--- src/rtl/shift_add_multiplier_pkg.sv ---
// Shared types and constants for the shift-and-add multiplier.
// State encoding (3 decodes as IDLE) and default operand width.
package shift_add_multiplier_pkg;

  localparam int DEF_WIDTH = 8;

  typedef enum logic [1:0] {
    ST_IDLE = 2'd0,
    ST_RUN  = 2'd1,
    ST_DONE = 2'd2
  } state_t;

endpackage

--- src/rtl/shift_add_multiplier_cla.sv ---
// CLA_generate: N-bit carry-generate/propagate adder.
// Ports: x, y, cin in; sum, cout out (purely combinational).
module CLA_generate #(
  parameter int N = 8
) (
  input  logic [N-1:0] x,
  input  logic [N-1:0] y,
  input  logic         cin,
  output logic [N-1:0] sum,
  output logic         cout
);

  logic [N-1:0] g;
  logic [N-1:0] p;
  logic [N:0]   c;

  assign g    = x & y;
  assign p    = x ^ y;
  assign c[0] = cin;

  for (genvar i = 0; i < N; i++) begin : g_carry
    assign c[i+1] = g[i] | (p[i] & c[i]);
  end

  assign sum  = p ^ c[N-1:0];
  assign cout = c[N];

endmodule

--- src/rtl/shift_add_multiplier.sv ---
// Sequential unsigned radix-2 shift-and-add multiplier.
// Ports: clk, reset, start, a, b in; busy, done, product out.
module shift_add_multiplier
  import shift_add_multiplier_pkg::*;
#(
  parameter int WIDTH = DEF_WIDTH
) (
  input  logic               clk,
  input  logic               reset,
  input  logic               start,
  input  logic [WIDTH-1:0]   a,
  input  logic [WIDTH-1:0]   b,
  output logic               busy,
  output logic               done,
  output logic [2*WIDTH-1:0] product
);

  localparam int CNT_W = $clog2(WIDTH) + 1;

  state_t state;
  state_t state_n;

  logic [WIDTH-1:0]   mcand;
  logic [WIDTH-1:0]   acc;
  logic [WIDTH-1:0]   mq;
  logic [WIDTH-1:0]   sum;
  logic               cout;
  logic [CNT_W-1:0]   count;
  logic               last;
  logic [2*WIDTH-1:0] shifted;

  CLA_generate #(.N(WIDTH)) u_add (
    .x    (acc),
    .y    (mcand),
    .cin  (1'b0),
    .sum  (sum),
    .cout (cout)
  );

  assign last = (count == CNT_W'(WIDTH - 1));

  // cout lands in the top of acc after the right shift
  assign shifted = mq[0]
    ? {cout, sum, mq[WIDTH-1:1]}
    : {1'b0, acc, mq[WIDTH-1:1]};

  always_comb begin
    state_n = ST_IDLE;
    case (state)
      ST_IDLE: state_n = start ? ST_RUN : ST_IDLE;
      ST_RUN:  state_n = last ? ST_DONE : ST_RUN;
      ST_DONE: state_n = ST_IDLE;
      default: state_n = ST_IDLE;
    endcase
  end

  always_ff @(posedge clk) begin
    if (reset) state <= ST_IDLE;
    else       state <= state_n;
  end

  always_ff @(posedge clk) begin
    if (reset) begin
      busy    <= 1'b0;
      done    <= 1'b0;
      product <= '0;
      acc     <= '0;
      mq      <= '0;
      mcand   <= '0;
      count   <= '0;
    end else begin
      busy <= (state_n != ST_IDLE);
      done <= (state == ST_DONE);
      case (state)
        ST_IDLE: begin
          if (start) begin
            mcand <= a;
            mq    <= b;
            acc   <= '0;
            count <= '0;
          end
        end
        ST_RUN: begin
          acc   <= shifted[2*WIDTH-1:WIDTH];
          mq    <= shifted[WIDTH-1:0];
          count <= count + CNT_W'(1);
          if (last) product <= shifted;
        end
        default: ;
      endcase
    end
  end

endmodule

--- config.mk ---
export PLATFORM = sky130hd
export DESIGN_NAME = shift_add_multiplier
export DESIGN_NICKNAME = d
export VERILOG_FILES = /design/src/rtl/shift_add_multiplier_pkg.sv /design/src/rtl/shift_add_multiplier_cla.sv /design/src/rtl/shift_add_multiplier.sv
export SDC_FILE = /design/constraint.sdc
export NUM_CORES = 1
export LEC_CHECK = 0
export CAP_MARGIN = 20
export CORE_MARGIN = 1.5
export CORE_UTILIZATION = 56
export DETAILED_ROUTE_END_ITERATION = 16
export MAX_ROUTING_LAYER = met4
export PLACE_DENSITY = 0.92
export REMOVE_ABC_BUFFERS = 1
export SLEW_MARGIN = 10
export SYNTH_ARGS = -nofsm -noshare
export SYNTH_HDL_FRONTEND = slang
export SYNTH_SLANG_ARGS = --single-unit
--- constraint.sdc ---
create_clock -name clk -period 5.2 [get_ports clk]
set_input_delay 1.04 -clock clk [delete_from_list [all_inputs] [get_ports clk]]
set_output_delay 1.04 -clock clk [all_outputs]
set_load 0.01 [all_outputs]
==> flow_summary.toml, run 1 <==
[logic_synthesis]
synth_seq_cells = 48
ys.warnings.count = 0
synth_cells = 231
yosysSeqAreaShare_pct = 45.0
synth_area_per_cell_um2 = 9.24
yosysUniqueCellTypes = 37
synthesis.area_um2 = 2130

[sta]
setup_viol = 0
rsz0062_at_grt = "false"
period_share_pct = 70.9
slew_viol_final = 0
hold_violations = 0
fin_setup_tns_ps = 0
tightest_slew_ps = 812
slew_headroom_pct = 45.8
fmax_mhz = 271
fin_worst_skew_ps = 7.08
period_needed_ps = 3690

[clock_network]
clock-sinks = 48
clk_path_buf_depth = 2
postCtsSetupBuffers = 0
ctsHoldBuffers = 0
cts_root_buf = "clkbuf_8"
clkTransAtPathRegs_ps = 80
tritoncts = "built"
cts-htree-levels = 2
ctsResizeCount = 0
clk-insertion-delay-late_ps = 300
numCtsBuffers = 5

[global_routing]
grt_first_pass_wirelength_mm = 7.12
grt_max_degree = 36
antenna_found_initial = 0
overflow = 0
grt_pass1_vias = 1599
grtUsageTotal_pct = 22.9

[setup_path]
cp_max_fo = 3
critPathSlowestCell = "fa_1"
cp-start-kind = "flip-flop"
path_common_cell = "fa_1"
crit_chain = "ha_1 -> inv_1 -> fa_1 -> fa_1 -> fa_1 -> fa_1 -> fa_1 -> inv_1 -> fa_1 -> fa_1 -> mux2_2 -> a22o_1"
crit_type = "flip-flop to flip-flop"
max_stage_delay_ps = 410
cp.arrival_ps = 3880
crit_path_end_kind = "flip-flop"
cp_data_required_time_ps = 5390

[detailed_routing]
num_vias = 1706
viasPerCell = 5.65
drtAntennaViolNets = 0
first_pass_iters = 4
remaining_drc_errors = 0
wl_per_cell_um = 13.9
drtIter0Drc = 111
drt_wl_total_mm = 4.21

[power]
cellPowerDensity_nw_per_um2 = 267
p_seq_share_pct = 59.0
pwr-share-clk_pct = 29.4
power_frac_comb_pct = 11.5
p_int_uw = 506
p_leak_uw = 0.000884
vdd.ir_drop.worst_uv = 229
netSwitchingFraction_pct = 25.0
p_sw_uw = 169

[hold_path]
hold_path.class = "flip-flop to flip-flop"

[layout]
stdcell_count = 302
n_antenna_cell = 0
final_common_cell = "dfxtp_1"
final_core_util_pct = 69.1
drive_above_1_share_pct = 8.27
fillerInstances = 301
mostFrequentLayoutCells = "48 x dfxtp_1, 36 x clkdlybuf4s50_1, 27 x nand2_1"
nets = 284
syn2layout_area_growth_pct = 18.6

[floorplanning]
die_h_um = 64.7
start_util_pct = 58.3
ios = 37
dieWidth_um = 64.7
die_area_um2 = 4190
core-area_um2 = 3660
core.rowCount = 22

[placement]
portBuffers = 36
dp_hpwl_mm = 2.77
gp_congestion = 0.802
placedCellCount = 297

[job]
maxCapViolations = 0

[run_status]
outcome = "completed"
[worst max-delay path, delay by kind of cell, from the launching register on]
family / cells / cell delay (ps)
AOI/OAI and AO/OA: 1 / 180
adders and majority gates: 8 / 2660
buffers and inverters: 2 / 120
DFF: 1 / 350
muxes: 1 / 280
[power groups by stage]
stage	Sequential [µW]	Combinational, µW	Clock (µW)
floorplan	402	47.2	0
global placement	406	75.8	0
detailed placement	407	78.2	0
CTS	398	78.6	203
global route	401	87.7	221
finish	398	77.9	199
[path summary, 6_finish.rpt]
check / from / end / slack, ps / cells past startpoint
setup / recovery: acc[0] / product[14] / 1510 / 12
hold / removal: mcand[1] / mcand[1] / 460 / 2
setup reg to reg: acc[0] / product[14] / 1510 / 12
hold reg to reg: mcand[1] / mcand[1] / 460 / 2
[registers in the layout (all words and copies together), names as in the netlist]
register,cells
acc,8
busy,1
count,4
done,1
mcand,8
mq,8
product,16
state,2
[cell type report]
class	count	area, µm²	share of cell area (%)
repair buffers	37	368	14.5
clock buffers	5	68.8	2.72
multi-input cells	151	1020	40.4
flip-flops and latches	48	961	38.0
well taps	48	60.1	2.37
inverters	13	51.3	2.03
[Yosys cell counts, drive strengths merged]
library cell  count  area (µm²)
nand3b            1        7.51
clkbuf            9        33.8
nor3b             2        26.3
nand2b            8        57.6
a22o              9        78.8
a21oi            26         130
nor2b             2        12.5
mux2i             1        10.0
o21bai            1        7.51
o41ai             1        8.76
or3               2        12.5
mux2              2        22.5
inv              13        51.3
nand3            11        55.1
nor3              7        35.0
o21ba             2        20.0
nand2            27         101
fa                7         140
dfxtp            48         961
or3b              8        70.1
buf              10        66.3
ha                2        25.0
o21ai             6        30.0
nor2             10        37.5
o2bb2ai           6        52.6
o211ai            6        45.0
a22oi             1        7.51
o32a              1        10.0
a211oi            1        7.51
a32o              1        11.3
[metal layers]
metal	wire length, µm	up-vias	GRT usage [%]
met2	2060	41	37.1
met1	1870	814	26.7
met4	40	0	9.31
met5	0	-	-
li1	-	844	-
met3	243	7	6.77
[cells by family (layout without fill, tap and decap cells)]
group	count (synthesis)	after routing	synth area share (%)
AO/OA/AOI/OAI	61	61	19.2
adder cells (fa/ha/maj)	9	9	7.74
AND/OR/NAND/NOR	78	78	19.5
buffers and inverters	32	55	7.09
flip-flops	48	48	45.0
multiplexers	3	3	1.52
[stage by stage]
step	power [µW]	setup WS (ps)	hold WS [ps]	cell area, µm²
detailed placement	485	1520	450	2460
finish	675	1510	456	2530
floorplan	450	1660	426	2030
global placement	481	1580	443	2460
global route	709	1380	477	2530
CTS	680	1510	461	2530
Power figures use the tool's default switching activity.
==> run 2, diff against run 1 <==
CORE_UTILIZATION = 47   (was 56)
PLACE_DENSITY = 0.83   (was 0.92)
clock period = 3.1 ns   (was 5.2 ns; I/O delays follow)
==> run 2 against run 1 <==
- the run now ends with setup timing left
- first-iteration DRC count rose by 49%
- clock skew shrank 3.3 ps
- maximum frequency rose by 5.7%
- sequential power is 68% higher
- global-route usage fell by 2.2 points
- die area grew 18%
- register-to-register slack got worse by 1900 ps
- sequential share of layout area is 1.1 points lower
- critical path depth is the same
- clock power is 90% higher
- power increased by 76%
- setup slack worse by 1900 ps
==> flow_summary.toml, run 2 (synthesis gave the netlist of run 1 again) <==
[job]
maxCapViolations = 0

[clock_network]
numCtsBuffers = 5
cts_root_buf = "clkbuf_8"
cts-htree-levels = 2
tritoncts = "built"
clock-sinks = 48
clk_path_buf_depth = 2
clk-insertion-delay-late_ps = 300
clkTransAtPathRegs_ps = 80

[detailed_routing]
drtIter0Drc = 165
num_vias = 1718
wl_per_cell_um = 14.9
viasPerCell = 5.51
first_pass_iters = 4
drtAntennaViolNets = 0
remaining_drc_errors = 0
drt_wl_total_mm = 4.65

[setup_path]
cp_data_required_time_ps = 3300
critPathSlowestCell = "fa_1"
crit_chain = "ha_4 -> inv_2 -> fa_2 -> fa_2 -> fa_2 -> fa_2 -> fa_2 -> inv_2 -> fa_2 -> fa_1 -> mux2_4 -> a22o_1"
crit_type = "flip-flop to flip-flop"
reg2regPathDepth = 12
cp-start-kind = "flip-flop"
cp_max_fo = 2
crit_path_end_kind = "flip-flop"
path_common_cell = "fa_2"
max_stage_delay_ps = 410
cp.arrival_ps = 3690

[layout]
drive_above_1_share_pct = 13.8
stdcell_area_um2 = 2610
mostFrequentLayoutCells = "46 x dfxtp_1, 36 x clkdlybuf4s50_1, 27 x nand2_1"
final_common_cell = "dfxtp_1"
n_antenna_cell = 0
final_core_util_pct = 60.0
top_register = "product"
nets = 287
largest_reg_flops = 16
syn2layout_area_growth_pct = 22.5

[placement]
dpl_cell_area_um2 = 2490
portBuffers = 36
dp_hpwl_mm = 2.98
gp_congestion = 0.808
dp_slack_ps = -620

[run_status]
violations = "setup timing"
outcome = "finished with violations"

[sta]
fin_setup_tns_ps = -1200
slew_headroom_pct = 45.7
fmax_mhz = 287
setup_viol = 4
setup_ws_ps = -389
tightest_slew_ps = 814
fin_worst_skew_ps = 3.79
period_share_pct = 113
rsz0062_at_grt = "true"
period_needed_ps = 3490
hold_violations = 0
slew_viol_final = 0

[global_routing]
grt_pass1_vias = 1752
antenna_found_initial = 0
grt_first_pass_wirelength_mm = 7.96
grt_max_degree = 35
grtUsageTotal_pct = 20.7
overflow = 0

[power]
cellPowerDensity_nw_per_um2 = 454
vdd.ir_drop.worst_uv = 334
p_leak_uw = 0.000910

[floorplanning]
die_h_um = 70.4
core-area_um2 = 4350
core.rowCount = 24
ios = 37
dieWidth_um = 70.4
die_area_um2 = 4950
start_util_pct = 49.0

[hold_path]
holdPathStages = 2
hold_path.class = "flip-flop to flip-flop"
==> run 2: changes by cell type in the layout (fill, tap and decap cells not counted), moves of 2 or more <==
cell | previous run | this run
fa_2 | 0 | 6
inv_2 | 0 | 2
dfxtp_1 | 48 | 46
buf_4 | 1 | 4
inv_1 | 12 | 10
dfxtp_2 | 0 | 2
clkbuf_1 | 0 | 2
fa_1 | 7 | 1
==> run 2: through the flow <==
stage | power [µW] | instances | hold WS (ps)
3_3_place_gp | 811 | 304 | 444
6_report | 1190 | 312 | 463
5_1_grt | 1250 | 312 | 486
3_5_place_dp | 818 | 304 | 451
2_1_floorplan | 754 | 212 | 426
4_1_cts | 1200 | 312 | 466
==> run 2: final timing paths <==
path / start / endpoint / slack [ps]
hold reg to reg: mcand[2] / mcand[2] / 460
setup reg to reg: mcand[0] / product[14] / -390
setup / recovery: mcand[0] / product[14] / -390
hold / removal: mcand[2] / mcand[2] / 460
==> run 2: cell type report <==
class	count	area, µm²
Timing Repair Buffer	40	390
Inverter	13	51.3
Tap cell	52	65.1
Fill cell	379	1740
Sequential cell	48	963
Multi-Input combinational cell	151	1050
Clock buffer	8	90.1
==> run 2: what timing repair did <==
item	4_1_cts	5_1_grt
resized for setup	13	0
buffers inserted	0	0
hold buffers	0	0
setup endpoints to repair	6	5
pin swaps	1	1
==> run 2: critical path, delay by kind of cell, from the launching register on <==
kind | cells | cell delay [ps]
mux | 1 | 280
flops | 1 | 360
buf+inv | 2 | 100
compound gates | 1 | 170
fa+ha+maj | 8 | 2480
==> run 2: routing by layer <==
metal	vias to the layer above	GRT usage (%)	wire [µm]
li1	851	-	-
met1	818	26.3	2150
met2	43	33.1	2200
met3	6	5.34	257
met4	0	4.91	50
met5	-	-	0
==> run 2: report_power, final <==
group | switching [µW] | leakage, µW | internal (µW) | total (µW)
logic | 70.8 | 0.000473 | 67.3 | 138
registers | 30.5 | 0.000392 | 639 | 670
clock network | 197 | 0.0000455 | 182 | 379
==> run 3, diff against run 2 <==
CELL_PAD_IN_SITES_DETAIL_PLACEMENT = 0   (was unset)
CELL_PAD_IN_SITES_GLOBAL_PLACEMENT = 1   (was unset)
CORE_UTILIZATION = 36   (was 47)
==> run 3 against run 2 <==
- the flow still finishes with violations (setup timing)
- clock skew rose by 1.3 ps
- power barely moved
- flip-flop and latch count did not move
- first-iteration DRC count fell by 38%
- cell area rose by 0.91%
==> flow_summary.toml, run 3 (synthesis gave the netlist of run 1 again) <==
[power]
p_leak_uw = 0.000918
total_power_uw = 1190
cellPowerDensity_nw_per_um2 = 451
vdd.ir_drop.worst_uv = 270

[layout]
top_register = "product"
fillerInstances = 582
nets = 288
largest_reg_flops = 16
final_core_util_pct = 47.0
seq_area_um2 = 963
final_common_cell = "dfxtp_1"
multi_input_area_um2 = 1040
n_antenna_cell = 0
syn2layout_area_growth_pct = 23.6
drive_above_1_share_pct = 14.2
mostFrequentLayoutCells = "46 x dfxtp_1, 36 x clkdlybuf4s50_1, 27 x nand2_1"

[sta]
slew_viol_final = 0
setup_ws_ps = -370
fin_setup_tns_ps = -1100
rsz0062_at_grt = "true"
setup_viol = 4
period_share_pct = 112
hold_violations = 0
fmax_mhz = 288
whs_ps = 464
tightest_slew_ps = 879
slew_headroom_pct = 41.3
period_needed_ps = 3470
fin_worst_skew_ps = 5.08

[detailed_routing]
remaining_drc_errors = 0
viasPerCell = 5.09
wl_per_cell_um = 13.5
drtAntennaViolNets = 0
first_pass_iters = 4
drt_wl_total_mm = 4.51
drtIter0Drc = 103
num_vias = 1695

[global_routing]
grt_pass1_vias = 1558
grtUsageTotal_pct = 16.0
grt_first_pass_wirelength_mm = 7.67
antenna_found_initial = 0
grt_max_degree = 25
overflow = 0

[floorplanning]
die_area_um2 = 6400
ios = 37
core.rowCount = 27
core-area_um2 = 5610
start_util_pct = 38.1
dieWidth_um = 80
die_h_um = 80

[setup_path]
crit_path_end_kind = "flip-flop"
reg2regPathDepth = 12
cp-start-kind = "flip-flop"
cp_data_required_time_ps = 3300
crit_type = "flip-flop to flip-flop"
cp.arrival_ps = 3670
cp_max_fo = 2

[clock_network]
cts_root_buf = "clkbuf_8"
clk-insertion-delay-late_ps = 300
postCtsSetupBuffers = 0
numCtsBuffers = 5
clk_path_buf_depth = 2
clkTransAtPathRegs_ps = 90
cts-htree-levels = 2
tritoncts = "built"
clock-sinks = 48
ctsHoldBuffers = 0

[placement]
dp_hpwl_mm = 2.92
gp_congestion = 0.774
portBuffers = 36

[hold_path]
hold_path.class = "flip-flop to flip-flop"
holdPathStages = 2

[job]
maxCapViolations = 0

[run_status]
outcome = "finished with violations"
violations = "setup timing"
[run 3: final timing paths]
check / start / endpoint / slack [ps]
setup / recovery: mcand[0] / product[14] / -370
hold / removal: mcand[2] / mcand[2] / 460
setup reg to reg: mcand[0] / product[14] / -370
hold reg to reg: mcand[2] / mcand[2] / 460
[run 3: worst max-delay path, stage by stage (launching register included)]
cell     delay (ps)
dfxtp_2         330
ha_1            160
inv_2            40
fa_2            330
fa_2            350
fa_2            370
fa_2            340
fa_2            340
inv_2            70
fa_2            190
fa_1            410
mux2_4          270
a22o_1          170
[run 3: what timing repair did]
item                       in CTS  in global routing
pin swaps                       3                  1
hold endpoints to repair        0                  0
setup endpoints to repair       6                  5
gates resized for setup        10                  2
[run 3: cell type report]
type | instances | area share, %
Sequential cell | 48 | 36.5
Timing Repair Buffer | 41 | 15.1
Tap cell | 72 | 3.42
Inverter | 13 | 1.94
Multi-Input combinational cell | 151 | 39.6
Clock buffer | 8 | 3.42
[run 3: through the flow]
step | std cells | setup WS [ps] | cell area (µm²)
2_1_floorplan | 212 | -442 | 2030
3_3_place_gp | 325 | -520 | 2520
4_1_cts | 333 | -403 | 2630
6_report | 333 | -370 | 2640
5_1_grt | 333 | -459 | 2640
3_5_place_dp | 325 | -555 | 2520
[run 3: layer usage]
metal	GRT usage, %	part of all wire (%)	vias up
met4	5.17	1.6	0
met2	23.0	44	35
met1	22.1	50	801
met5	-	0	-
li1	-	-	853
met3	3.77	4.1	6
[run 3: power by group]
part           leakage (µW)  switching (µW)  internal [µW]
registers          0.000392            22.3            639
clock network     0.0000455             200            182
logic              0.000481            76.3           67.9
==> variant 1 (settings of run 3) <==
Re-encode `state_t` (3 states) as one-hot, 3 bits wide.
--- a/src/rtl/shift_add_multiplier_pkg.sv
+++ b/src/rtl/shift_add_multiplier_pkg.sv
@@ -6,6 +6,6 @@
 
-  typedef enum logic [1:0] {
-    ST_IDLE = 2'd0,
-    ST_RUN  = 2'd1,
-    ST_DONE = 2'd2
+  typedef enum logic [2:0] {
+    ST_IDLE = 3'b001,
+    ST_RUN  = 3'b010,
+    ST_DONE = 3'b100
   } state_t;
Function: no difference found for any inputs over 4 cycles, from zero or initial values and one cycle with reset high; so few cycles prove little.
==> variant 1 against run 3 <==
  * The flow still finishes with violations (negative setup slack)
  * Setup slack improved by 150 ps
  * Sequential cell count grew 1
  * Critical path depth is the same
  * Power decreased by 3.6%
  * Routed wire length rose by 6.8%
  * Area after synthesis up 0.41%
  * Cell area is 1.5% higher
==> variant 1: results (changes against run 3) <==
* Pin count of the biggest net entering global routing: 41 (+64%)
- The relative max-transition margin was 47.30% (+6.0 points).
* Total number of nets in the final design: 298 (+3.5%)
* Post-route worst setup slack: -216.9 ps (+153.4 ps)
* Peak ir drop on the vdd network: 0.0001981 V (-27%)
* Final number of setup-violating endpoints: 4 (unchanged)
* Flip-flop count of the largest register, all copies and words added: 16 (unchanged)
- Mapped Cells: 237 (+2.6%)
- Vias per cell: 5.318 (+4.5%)
* Met3 demand-to-capacity share in global routing: 3.409% (-0.36 points)
- Count of filler cells inserted in the layout: 542 (-6.9%)
- The number of buffers added by the clock tree synthesis step was 5 (unchanged).
- The worst clock skew on the final layout is 8.518 ps (+3.439 ps).
- Routability-driven placement congestion ratio: 0.8113 (+4.8%)
- Wire per inst: 14.04 um (+3.7%)
- By area the synthesized netlist is led by dfxtp_1, a21oi_1, fa_1.
- Via count: 1824 (+7.6%)
* Violations in the final reports: negative setup slack
- The part of the Yosys area used for sequential elements is 45.77% (+0.75 points).
- Share of post-route cells with drive strength above 1: 11.81% (-2.4 points)
* Data arrival time of the worst path: 3490 ps (-180 ps)
- Distinct cell type count after synthesis: 32 (-14%)
* Largest reg by FF count: product
- The leakage component of the power came to 0.8990 nW (-2.1%).
- The number of global-route vias before repair is 1685 (+8.2%).
- The quantity of gates resized following cts came to 9 (-1).
- The worst slack after detailed placement came to -470.2 ps (+84.93 ps).
- The wire length on met2 came to 2211 um (+12%).
- Top post-synthesis cells by count: dfxtp_1, nand2_1, a21oi_1, nor2_1
* Met2 Use GR: 25.38% (+2.4 points)
* Status: finished, violations left
- The wire length on met1 came to 2360 um (+4.0%).
* Total half-perimeter wirelength after legalization and detailed placement: 3133 um (+7.5%)
- Met1 capacity usage during global routing: 21.67% (-0.38 points)
- Global router's overall resource usage: 16.58% (+0.59 points)
* Initial DRC Count: 139 (+35%)
- The first-pass GRT wire length is 8052 um (+5.0%).
* Total met3 wirelength after detailed routing: 166 um (-11%)
- The clock tree buffer depth is 2 (unchanged).
## variant 1: cell count changes after synthesis, moves of 5 or more
cell	change
a311oi_1	+10
o21ai_0	+8
nand2_1	+7
or3b_2	-7
a21oi_1	+6
nor2_1	+6
o211ai_1	-6
a2111o_1	+5
nand2b_1	-5
## variant 1: logic make-up after synthesis
logic type / synth area share [%]
AO/OA/AOI/OAI: 22.07
AND/OR/NAND/NOR: 16.05
flip-flops: 45.77
buffers and inverters: 6.421
adder cells (fa/ha/maj): 7.705
multiplexers: 1.985
## variant 1: path summary, 6_finish.rpt
check | start | endpoint | slack [ps] | depth (start not counted)
max | mcand[0] | product[14] | -220 | 12
min | mcand[4] | mcand[4] | 460 | 2
max reg2reg | mcand[0] | product[14] | -220 | 12
min reg2reg | mcand[4] | mcand[4] | 460 | 2
## variant 1: power breakdown
group          total [W]  switching [W]  internal, W
clock           0.000363       0.000206     0.000157
sequential      0.000668      0.0000195     0.000648
combinational   0.000116      0.0000617    0.0000539
## variant 1: per-stage QoR
| stage | setup TNS [ps] | cell area [um^2] | total power, W |
|---|---|---|---|
| 6_report | -418.4 | 2678 | 0.001146 |
| 5_1_grt | -873.1 | 2678 | 0.001207 |
| 4_1_cts | -468.3 | 2665 | 0.001162 |
| 3_5_place_dp | -1675 | 2565 | 0.0007967 |
| 3_3_place_gp | -1065 | 2565 | 0.0007944 |
| 2_1_floorplan | -698.4 | 2054 | 0.0007341 |
## variant 1: area by class of cell
cell class / instances / share of cell area (%)
tap: 72 / 3.364
multi-input combinational: 157 / 39.30
inverter: 13 / 1.822
clock buffer: 6 / 2.710
clock inverter: 2 / 0.3738
timing repair buffer: 44 / 15.70
sequential: 49 / 36.73
==> variant 2 (settings of run 3) <==
Without the edit above. Change the package constant `DEF_WIDTH` from 8 to 4.
--- a/src/rtl/shift_add_multiplier_pkg.sv
+++ b/src/rtl/shift_add_multiplier_pkg.sv
@@ -4,3 +4,3 @@
 
-  localparam int DEF_WIDTH = 8;
+  localparam int DEF_WIDTH = 4;
 
Interface: changed (resized a, b and product); port bits go from 37 to 21. No check against the original RTL was run, so the function may have changed too.
==> variant 2 against run 3 <==
  * Largest power group unchanged
  * Setup slack better by 1300 ps
  * Cell area shrank 46%
  * Combinational power down 56%
  * Clock skew shrank 1.0 ps
  * Cell count shrank 46%
  * Power fell by 51%
  * Die area down 43%
  * Routed wire length is 52% lower
  * Global-route usage down 1.3 points
  * Area after synthesis down 44%
  * Sequential cell count decreased by 21
==> variant 2: results (changes against run 3) <==
* Status: finished, final reports clean
* Routability-driven placement congestion ratio: 0.6670 (-14%)
* Count of filler cells inserted in the layout: 318 (-45%)
- Setup skew after layout: 4.068 ps (-1.011 ps)
* Max H-tree Level: 1 (-1)
- Worst-skew pair later-pin latency: 320 ps (+20 ps)
- More flip-flops sit in one register than any other, and that register is product.
- The number of warning messages in the yosys log was 0 (unchanged).
* Share of post-route cells with drive strength above 1: 8.889% (-5.3 points)
- The quantity of gates resized following cts was 0 (-10).
- Total number of nets in the final design: 153 (-47%)
- Clock transition at the registers of the reported paths: 150 ps (+60 ps)
* Vias in the first global route: 901 (-42%)
- The worst-margin pin slew came to 784.8 ps (-93.84 ps).
- Length of the first detailed-routing pass in iterations: 4 (unchanged)
- Class of the worst hold path: reg -> reg
- The commonest cells after synthesis are dfxtp_1, nor2_1, mux2i_1, nand2_1, a21oi_1.
* Area contributors post-synth: dfxtp_1, mux2i_1, nor2_1
- The first-pass GRT wire length was 3864 um (-50%).
- Vias per cell: 4.788 (-5.9%)
- Total CTS buffers: 3 (-2)
* Data arrival time of the worst path: 2420 ps (-1250 ps)
- Met2 Use GR: 23.14% (+0.11 points)
* Number of setup buffers added after CTS: 0 (unchanged)
* Proportion of netlist area held by the largest area contributor: 45.47% (+0.46 points)
- The clock tree buffer depth was 2 (unchanged).
* Minimum setup slack after placement: 893.7 ps (+1449 ps)
* Post-synthesis async set-or-reset flop share: 0% (unchanged)
- The met3 layer usage reported by global route is 2.772% (-1.0 points).
- Static leakage power: 0.5165 nW (-44%)
- Wire per inst: 12.16 um (-10%)
- The met1 routing resource usage after global routing was 18.45% (-3.6 points).
- Worst Path Max Fanout: 2 (unchanged)
- The part of the Yosys area used for sequential elements was 45.47% (+0.46 points).
- The number of antenna violations at the first check in global routing came to 0 (unchanged).
* Initial DRC Count: 22 (-79%)
* Port Buf Inserts: 20 (-44%)
* Global router's overall resource usage: 14.72% (-1.3 points)
* Pin count of the biggest net entering global routing: 20 (-20%)
- The number of distinct library cells after synthesis came to 31 (-16%).
- The tree is rooted in a clkbuf_4.
- The final antenna diode count was 0 (unchanged).
- The half-perimeter wire length after placement was 1611 um (-45%).
- The final-report setup violation count is 0 (-4).
- Flip-flop count of the largest register, all copies and words added: 8 (-8)
- The maximum ir drop on the vdd rail is 0.0001307 V (-52%).
- Internal power of the cells: 0.0004411 W (-50%)
variant 2: layer usage:
| layer | vias to the layer above | routed length, um |
|---|---|---|
| met1 | 397 | 1088 |
| li1 | 439 | - |
| met2 | 17 | 989 |
| met3 | 4 | 64 |
| met5 | - | 0 |
| met4 | 0 | 34 |
variant 2: area by class of cell:
cell class	count	area (um^2)	share of cell area, %
repair buffers	21	207.7	14.59
well taps	44	55.05	3.866
flip-flops and latches	27	540.5	37.96
clock buffers	3	22.52	1.582
clock inverters	1	5.005	0.3515
inverters	5	18.77	1.318
multi-input cells	78	574.3	40.33
variant 2: through the flow:
step	power, W	utilization [%]	hold slack, ps	cells	area [um^2]
floorplan	0.0004113	-	438.5	110	1134
global route	0.0006101	45.89	489.9	179	1424
global placement	0.0004409	45.00	445.0	175	1396
detailed placement	0.0004427	45.00	450.0	175	1396
finish	0.0005872	45.89	467.1	179	1424
CTS	0.0005914	45.89	469.2	179	1424
variant 2: cells by family after synthesis:
group / count (synthesis) / share of synthesized area [%]
flip-flops: 27 / 45.47
AND/OR/NAND/NOR: 41 / 17.90
buffers and inverters: 13 / 6.210
AO/OA/AOI/OAI: 21 / 13.79
multiplexers: 10 / 8.421
adder cells (fa/ha/maj): 6 / 8.211
variant 2: worst paths after layout:
kind         slack [ps]  startpoint  cells past startpoint         end
max                 910    mcand[0]                      9      acc[2]
max reg2reg         910    mcand[0]                      9      acc[2]
min                 470  product[2]                      2  product[2]
min reg2reg         470  product[2]                      2  product[2]
variant 2: power by group through the flow:
stage / Clock [W] / Combinational [W] / Sequential, W
6_report: 0.000152 / 0.0000638 / 0.000371
3_5_place_dp: 0 / 0.0000642 / 0.000378
3_3_place_gp: 0 / 0.0000629 / 0.000378
2_1_floorplan: 0 / 0.0000350 / 0.000376
5_1_grt: 0.000165 / 0.0000717 / 0.000373
4_1_cts: 0.000156 / 0.0000644 / 0.000371
variant 2: critical path: stages, from the launching register on:
cell and delay [ps]:
dfxtp_1 350, ha_1 190, inv_1 60, fa_1 150
inv_1 50, fa_1 370, fa_1 440, mux2i_1 250
a2bb2oi_1 200, nor2_1 50
